## config.mk

```make
export PLATFORM = sky130hd
export DESIGN_NAME = fetch_stage
export DESIGN_NICKNAME = d
export VERILOG_FILES = /design/src/rtl/fetch_stage_pkg.sv /design/src/rtl/fetch_hold_buf.sv /design/src/rtl/fetch_stage.sv
export SDC_FILE = /design/constraint.sdc
export NUM_CORES = 1
export LEC_CHECK = 0
export CORE_MARGIN = 4
export CORE_UTILIZATION = 47
export CTS_CLUSTER_SIZE = 8
export DETAILED_ROUTE_END_ITERATION = 12
export PLACE_DENSITY_LB_ADDON = 0.1
export SYNTH_ARGS = -nofsm -noshare
export SYNTH_HDL_FRONTEND = slang
export SYNTH_SLANG_ARGS = --single-unit
```

## constraint.sdc

```tcl
create_clock -name clk -period 2.3 [get_ports clk]
set_input_delay 0.575 -clock clk [delete_from_list [all_inputs] [get_ports clk]]
set_output_delay 0.575 -clock clk [all_outputs]
set_load 0.05 [all_outputs]
```

## src/rtl/fetch_stage_pkg.sv

```systemverilog
// Shared opcode constants, reset instruction encoding and FSM state type for the fetch stage.
package fetch_stage_pkg;

  localparam logic [4:0]  OPCODE_System = 5'b11100;
  localparam logic [4:0]  OPCODE_Fence  = 5'b00011;
  localparam logic [31:0] INST_NOP      = 32'h0000_0013;

  typedef enum logic [1:0] {
    FETCH_S_FETCH = 2'd0,
    FETCH_S_HOLD  = 2'd1,
    FETCH_S_HALT  = 2'd2
  } fetch_state_e;

  // ECALL/EBREAK/PAUSE/FENCE stop the stage; only inst[6:2] matters.
  function automatic logic is_halt_op(input logic [4:0] opc);
    return (opc == OPCODE_System) || (opc == OPCODE_Fence);
  endfunction

endpackage

```

## src/rtl/fetch_hold_buf.sv

```systemverilog
// Single-entry buffer parking a fetched word while decode is stalled.
module fetch_hold_buf
  import fetch_stage_pkg::*;
(
  input  logic        clk,
  input  logic        rst,
  input  logic        i_load,
  input  logic        i_drain,
  input  logic        i_clear,
  input  logic [31:0] i_inst,
  input  logic [31:0] i_pc,
  output logic [31:0] o_inst,
  output logic [31:0] o_pc,
  output logic        o_full
);

  logic [31:0] r_inst;
  logic [31:0] r_pc;
  logic        r_full;

  // Clear (redirect) beats load so a flushed word never survives.
  always_ff @(posedge clk or negedge rst) begin
    if (!rst) begin
      r_inst <= INST_NOP;
      r_pc   <= 32'h0;
      r_full <= 1'b0;
    end else if (i_clear) begin
      r_full <= 1'b0;
    end else if (i_load) begin
      r_inst <= i_inst;
      r_pc   <= i_pc;
      r_full <= 1'b1;
    end else if (i_drain) begin
      r_full <= 1'b0;
    end
  end

  assign o_inst = r_inst;
  assign o_pc   = r_pc;
  assign o_full = r_full;

endmodule

```

## src/rtl/fetch_stage.sv

```systemverilog
// Instruction fetch stage: PC, imem handshake, IF/ID register, stall/redirect/halt handling.
// Optional FETCH_MISALIGN_CHECK_EN adds fetch_err for misaligned redirect targets.
module fetch_stage
  import fetch_stage_pkg::*;
#(
  parameter logic [31:0] RESET_PC = 32'h0000_0000
) (
  input  logic        clk,
  input  logic        rst,
  output logic        imem_req,
  output logic [31:0] imem_addr,
  input  logic [31:0] imem_rdata,
  input  logic        imem_valid,
  input  logic        stall,
  input  logic        redirect,
  input  logic [31:0] redirect_pc,
  output logic [31:0] ifid_inst,
  output logic [31:0] ifid_pc,
  output logic [31:0] ifid_pc4,
  output logic        ifid_valid,
  output logic        halted
`ifdef FETCH_MISALIGN_CHECK_EN
  ,
  output logic        fetch_err
`endif
);

  fetch_state_e r_state, w_state_d;
  logic [31:0]  r_pc, w_pc_d;
  logic [31:0]  r_ifid_inst, w_ifid_inst_d;
  logic [31:0]  r_ifid_pc, w_ifid_pc_d;
  logic [31:0]  r_ifid_pc4, w_ifid_pc4_d;
  logic         r_ifid_valid, w_ifid_valid_d;

  logic         w_hs;
  logic         w_halt_op;
  logic [31:0]  w_pc_inc;
  logic [31:0]  w_redirect_tgt;
  logic         w_hb_load, w_hb_drain, w_hb_clear;
  logic [31:0]  w_hb_inst, w_hb_pc;
  logic         w_hb_full;

`ifdef FETCH_MISALIGN_CHECK_EN
  logic r_fetch_err, w_fetch_err_d;
`else
  logic w_unused_pc_lsb;
  assign w_unused_pc_lsb = ^redirect_pc[1:0];
`endif

  assign w_hs           = (r_state == FETCH_S_FETCH) && imem_valid;
  assign w_halt_op      = is_halt_op(imem_rdata[6:2]);
  assign w_pc_inc       = r_pc + 32'd4;
  assign w_redirect_tgt = {redirect_pc[31:2], 2'b00};

  fetch_hold_buf u_hold_buf (
    .clk     (clk),
    .rst     (rst),
    .i_load  (w_hb_load),
    .i_drain (w_hb_drain),
    .i_clear (w_hb_clear),
    .i_inst  (imem_rdata),
    .i_pc    (r_pc),
    .o_inst  (w_hb_inst),
    .o_pc    (w_hb_pc),
    .o_full  (w_hb_full)
  );

  always_comb begin
    w_state_d      = r_state;
    w_pc_d         = r_pc;
    w_ifid_inst_d  = r_ifid_inst;
    w_ifid_pc_d    = r_ifid_pc;
    w_ifid_pc4_d   = r_ifid_pc4;
    w_ifid_valid_d = r_ifid_valid;
    w_hb_load      = 1'b0;
    w_hb_drain     = 1'b0;
    w_hb_clear     = 1'b0;
`ifdef FETCH_MISALIGN_CHECK_EN
    w_fetch_err_d  = r_fetch_err;
`endif

    if (redirect) begin
      // Redirect wins over stall and drops any word returned this cycle.
      w_pc_d         = w_redirect_tgt;
      w_ifid_valid_d = 1'b0;
      w_hb_clear     = 1'b1;
      w_state_d      = FETCH_S_FETCH;
`ifdef FETCH_MISALIGN_CHECK_EN
      if (redirect_pc[1:0] != 2'b00) begin
        w_fetch_err_d = 1'b1;
        w_state_d     = FETCH_S_HALT;
      end
`endif
    end else begin
      case (r_state)
        FETCH_S_FETCH: begin
          if (w_hs) begin
            w_pc_d = w_pc_inc;
            if (stall) begin
              w_hb_load = 1'b1;
              w_state_d = FETCH_S_HOLD;
            end else begin
              w_ifid_inst_d  = imem_rdata;
              w_ifid_pc_d    = r_pc;
              w_ifid_pc4_d   = w_pc_inc;
              w_ifid_valid_d = 1'b1;
            end
            if (w_halt_op) w_state_d = FETCH_S_HALT;
          end else if (!stall) begin
            w_ifid_valid_d = 1'b0;
          end
        end
        FETCH_S_HOLD, FETCH_S_HALT: begin
          // A halt word parked in the hold buffer still reaches decode before draining.
          if (!stall) begin
            if (w_hb_full) begin
              w_ifid_inst_d  = w_hb_inst;
              w_ifid_pc_d    = w_hb_pc;
              w_ifid_pc4_d   = w_hb_pc + 32'd4;
              w_ifid_valid_d = 1'b1;
              w_hb_drain     = 1'b1;
            end else begin
              w_ifid_valid_d = 1'b0;
            end
            if (r_state == FETCH_S_HOLD) w_state_d = FETCH_S_FETCH;
          end
        end
        default: w_state_d = FETCH_S_FETCH;
      endcase
    end
  end

  always_ff @(posedge clk or negedge rst) begin
    if (!rst) begin
      r_state      <= FETCH_S_FETCH;
      r_pc         <= RESET_PC;
      r_ifid_inst  <= INST_NOP;
      r_ifid_pc    <= RESET_PC;
      r_ifid_pc4   <= RESET_PC + 32'd4;
      r_ifid_valid <= 1'b0;
    end else begin
      r_state      <= w_state_d;
      r_pc         <= w_pc_d;
      r_ifid_inst  <= w_ifid_inst_d;
      r_ifid_pc    <= w_ifid_pc_d;
      r_ifid_pc4   <= w_ifid_pc4_d;
      r_ifid_valid <= w_ifid_valid_d;
    end
  end

`ifdef FETCH_MISALIGN_CHECK_EN
  always_ff @(posedge clk or negedge rst) begin
    if (!rst) r_fetch_err <= 1'b0;
    else      r_fetch_err <= w_fetch_err_d;
  end
  assign fetch_err = r_fetch_err;
`endif

  assign imem_req   = (r_state == FETCH_S_FETCH);
  assign imem_addr  = r_pc;
  assign halted     = (r_state == FETCH_S_HALT);
  assign ifid_inst  = r_ifid_inst;
  assign ifid_pc    = r_ifid_pc;
  assign ifid_pc4   = r_ifid_pc4;
  assign ifid_valid = r_ifid_valid;

endmodule

```

==> results by stage, run 1 <==
Status:
- The flow ran to the end, and the final reports show no timing, DRC or antenna violations.

Cells and area:
- The fraction of final layout cells sized beyond drive strength 1 is 0.193.
- For this run, the post-layout net count is 1,215.
- The synthesis-to-layout area growth is 33.3%.
- The total area of multi-input combinational cells is 4460 sq um.
- The repair_antennas step left the layout with diodes totalling 0.
- The count of non-filler cells in the finished layout is 1,419.
- In the final layout, flip-flops and latches occupy 4730 sq um.
- The number of fill cells in the layout is around 1,700.

STA:
- The final setup violation count is 0.
- Setup repair after global routing left no endpoint under its margin.
- The final number of hold-violating endpoints is 0.
- The achievable clock frequency is about 450 MHz.
- The worst clock skew is 0.0115 ns.
- Dividing the final minimum period by the clock period gives 0.962.
- In this run the tightest slew margin relative to its limit is 0.605.
- For the pin with the worst max-slew slack, the measured transition is 0.592 ns.
- The clock period minus final worst setup slack is 2.21 ns.
- The tightest hold path in the finished design has a slack of 0.0753 ns.
- The number of max-slew violations in the final report came to 0.

Die:
- The floorplan core area is approximately 20,000 sq um.
- The die is 150 um wide.
- The die covers ~23,000 sq um.
- The initialized floorplan defines 51 standard-cell rows.
- The vertical die dimension is approximately 150 um.
- For this configuration, the core starts out at a cell density of 0.484.
- The number of primary I/O pins is 200.

Synthesis:
- Of all flip-flops after synthesis, the portion carrying an async set or reset was 1.00.
- Among all cell types in the netlist, the one instantiated most often is sky130_fd_sc_hd__dfrtp_1.
- The synthesized netlist occupies a cell area of 9510 sq um.
- The most common flop cell mapped by yosys is sky130_fd_sc_hd__dfrtp_1.
- In the synthesized netlist, the number of instances is 937.
- Sorting the synthesized cells by area gives the leading types as sky130_fd_sc_hd__dfrtp_1 (48%), sky130_fd_sc_hd__mux2i_1 (7.3%), sky130_fd_sc_hd__mux2_2 (7.2%), sky130_fd_sc_hd__nand2_1 (5.5%), sky130_fd_sc_hd__o21ai_0 (5.5%).
- The number of synthesized register bits is 188.
- Counting distinct cell types in the post-synthesis netlist gives 52.
- The synthesized design spends more area on one cell type than any other, namely sky130_fd_sc_hd__dfrtp_1.
- The register area share after synthesis is 0.495.
- In this run, synthesis inferred 0 flip-flops with an integrated enable.
- The share of synthesized area in the top cell type comes to 0.476.
- The commonest cells after synthesis are sky130_fd_sc_hd__dfrtp_1 (181), sky130_fd_sc_hd__nand2_1 (140), sky130_fd_sc_hd__o21ai_0 (105).
- Dividing the synthesized area by the synthesized cell count gives 10.2 sq um.
- The number of warnings issued by yosys is 0.

Route:
- After detailed routing, the average wire length per cell comes to around 18 um.
- In the routed layout, each cell is associated on average with a via count of 5.40.
- The number of iterations in the first detailed-routing pass is 6.
- After detailed routing, the number of remaining DRC violations is 0.
- The routed design has 25.0 mm of wire.
- Once detail routing completed, the nets flagged for antenna violations numbered 0.
- The overall via count from detail_route is 7,667.
- The violation count after the first detailed-routing iteration is 434.

Critical path:
- The arrival time at the worst endpoint is 1.64 ns.
- At the worst endpoint, the required time is 1.73 ns.
- The slack of the worst reg-to-reg path is 0.12 ns.
- The critical path capture point type is an output port.
- Broken down by cell family, the worst path's largest delay share belongs to buffers and inverters.
- The delay of the slowest critical-path stage is slightly above 0.8 ns.
- The start-to-end type of the worst setup path is flop to output port.
- The kind of start point of the critical path is a flop.
- The largest fanout of any net on the critical path is 2.
- The buffers plus inverters on the worst setup path is 1.
- The signal on the critical path passes through clkdlybuf4s50_1.
- The largest individual stage delay along the critical path comes from the cell sky130_fd_sc_hd__clkdlybuf4s50_1.

Placement:
- The number of I/O port buffers is about 190.
- Detailed placement finished with a half-perimeter wire length of roughly 18 mm.
- The global placer's final weighted congestion is 0.927.
- Once placement completed, the tool counted placed cells totaling about 1,400.

Clocking:
- The clock latency at the later pin of the worst-skew pair is 0.43 ns.
- TritonCTS created 17 clock buffers.
- The root buffer cell is sky130_fd_sc_hd__clkbuf_16.
- CTS built an H-tree with a depth of 4.
- The sink count of the clock tree is 188.
- Once the clock tree was built, the setup fixing pass inserted 0 buffers.
- The maximum buffer depth of the clock tree is 2.
- The clock tree from TritonCTS is yes.
- The CTS clock-pin slew for the worst setup and hold paths is about 0.070 ns.

Global routing:
- After global routing the overflow that remains totals 0.
- The number of antenna violations at the first check in global routing is 1.
- The via count of the first global-routing pass is 7,363.
- Entering global routing, the biggest net connects 56 pins.
- The first-pass GRT wire length is about 40 mm.
- The total global routing track utilization is 0.225.

Run:
- The count of maximum capacitance violations is 0.

Min path:
- The class of the most critical hold timing path is input port to async pin.

Pwr:
- Dividing total power by cell area gives a power density of 1260 nW/um^2.
- The leakage power summed over all cells is 5.38 nW.
- The worst ir drop on vdd is between 700 and 800 uV.
registers in the layout, summed over array words and instances (netlist names):
signal             flops
ifid_inst             32
ifid_pc               30
ifid_pc4              30
ifid_valid             1
imem_addr             30
r_state                2
u_hold_buf.o_full      1
u_hold_buf.o_inst     32
u_hold_buf.o_pc       30
report_power, final:
group	internal, W	leakage [nW]	switching, W
Sequential	0.00456	2.31	0.000919
Combinational	0.00270	2.77	0.00468
Clock	0.00168	0.304	0.00140
Total	0.00894	5.38	0.00700
final cells by class:
| cell class | instances | share of cell area |
|---|---|---|
| Multi-Input combinational cell | 656 | 0.352 |
| Inverter | 15 | 0.00444 |
| Tap cell | 265 | 0.0261 |
| Clock inverter | 14 | 0.0139 |
| Sequential cell | 188 | 0.373 |
| Clock buffer | 18 | 0.0346 |
| Timing Repair Buffer | 263 | 0.196 |
metal layers:
layer | share of wire | up-vias | wire (um) | global-route usage
met5 | 0.00052 | - | 13 | 0
met3 | 0.089 | 32 | 2210 | 0.0701
li1 | - | 3674 | - | -
met1 | 0.43 | 3699 | 10800 | 0.308
met4 | 0.018 | 2 | 438 | 0.0668
met2 | 0.46 | 260 | 11400 | 0.344
stage by stage:
step	TNS [ns]	cell area, sq um	power (W)	worst slack [ns]	utilization
CTS	0	12700	0.0161	0.0373	0.644
global route	0	12700	0.0168	0.0105	0.645
detailed placement	-0.0120	12100	0.0130	-0.0120	0.614
floorplan	-0.0685	9570	0.0103	-0.0685	-
global placement	-0.0343	12100	0.0129	-0.0343	0.614
finish	0	12700	0.0159	0.0865	0.645
what timing repair did:
action | CTS | global route
gates resized for setup | 11 | 3
setup endpoints to repair | 11 | 3
hold buffers | 0 | 0
cloned | 0 | 0
cells in the final DEF, fill, tap and decap left out, types with 4 or more instances in the layout:
cell type	count
sky130_fd_sc_hd__xor2_1	34
sky130_fd_sc_hd__buf_4	88
sky130_fd_sc_hd__o21ai_0	105
sky130_fd_sc_hd__a21oi_1	10
sky130_fd_sc_hd__dfstp_2	7
sky130_fd_sc_hd__nand2_1	139
sky130_fd_sc_hd__dfrtp_1	171
sky130_fd_sc_hd__buf_12	9
sky130_fd_sc_hd__clkdlybuf4s50_1	152
sky130_fd_sc_hd__nand3_1	29
sky130_fd_sc_hd__mux2i_1	69
sky130_fd_sc_hd__nor4_1	9
sky130_fd_sc_hd__nor3_1	13
sky130_fd_sc_hd__inv_6	4
sky130_fd_sc_hd__conb_1	6
sky130_fd_sc_hd__o221ai_1	13
sky130_fd_sc_hd__inv_1	15
sky130_fd_sc_hd__and3_1	9
sky130_fd_sc_hd__nor4_2	4
sky130_fd_sc_hd__dfrtp_2	10
sky130_fd_sc_hd__mux2_2	61
sky130_fd_sc_hd__nand4_1	27
sky130_fd_sc_hd__dlygate4sd2_1	11
sky130_fd_sc_hd__o211ai_1	4
sky130_fd_sc_hd__and4_1	7
sky130_fd_sc_hd__or3_1	5
sky130_fd_sc_hd__nor2_1	27
sky130_fd_sc_hd__clkbuf_16	17
sky130_fd_sc_hd__xnor2_1	44
worst paths after layout:
path,from,endpoint,cells after the start
setup / recovery,ifid_pc4[31],ifid_pc4[31],1
hold / removal,rst,ifid_pc[12],1
setup reg to reg,imem_addr[2],ifid_pc4[26],6
hold reg to reg,ifid_pc[14],ifid_pc[14],2
max in group asynchronous,rst,ifid_inst[17],2
min in group clk,ifid_pc[14],ifid_pc[14],2
kinds of logic (layout without fill, tap and decap cells):
group	Yosys count	in the layout	synth area share
compound gates	150	150	0.0906
mux	130	130	0.145
other cells	1	6	0.000394
fa+ha+maj	5	5	0.00658
buf+inv	98	310	0.0437
xor+xnor	78	78	0.0718
flops	188	188	0.495
simple gates	287	287	0.147
(Power assumes the default switching activity.)
==> run 2, diff against run 1 <==
CTS_CLUSTER_SIZE = unset   (was 8)
==> results of run 2 <==
The final DEF is identical to that of run 1; final timing and power are the same.
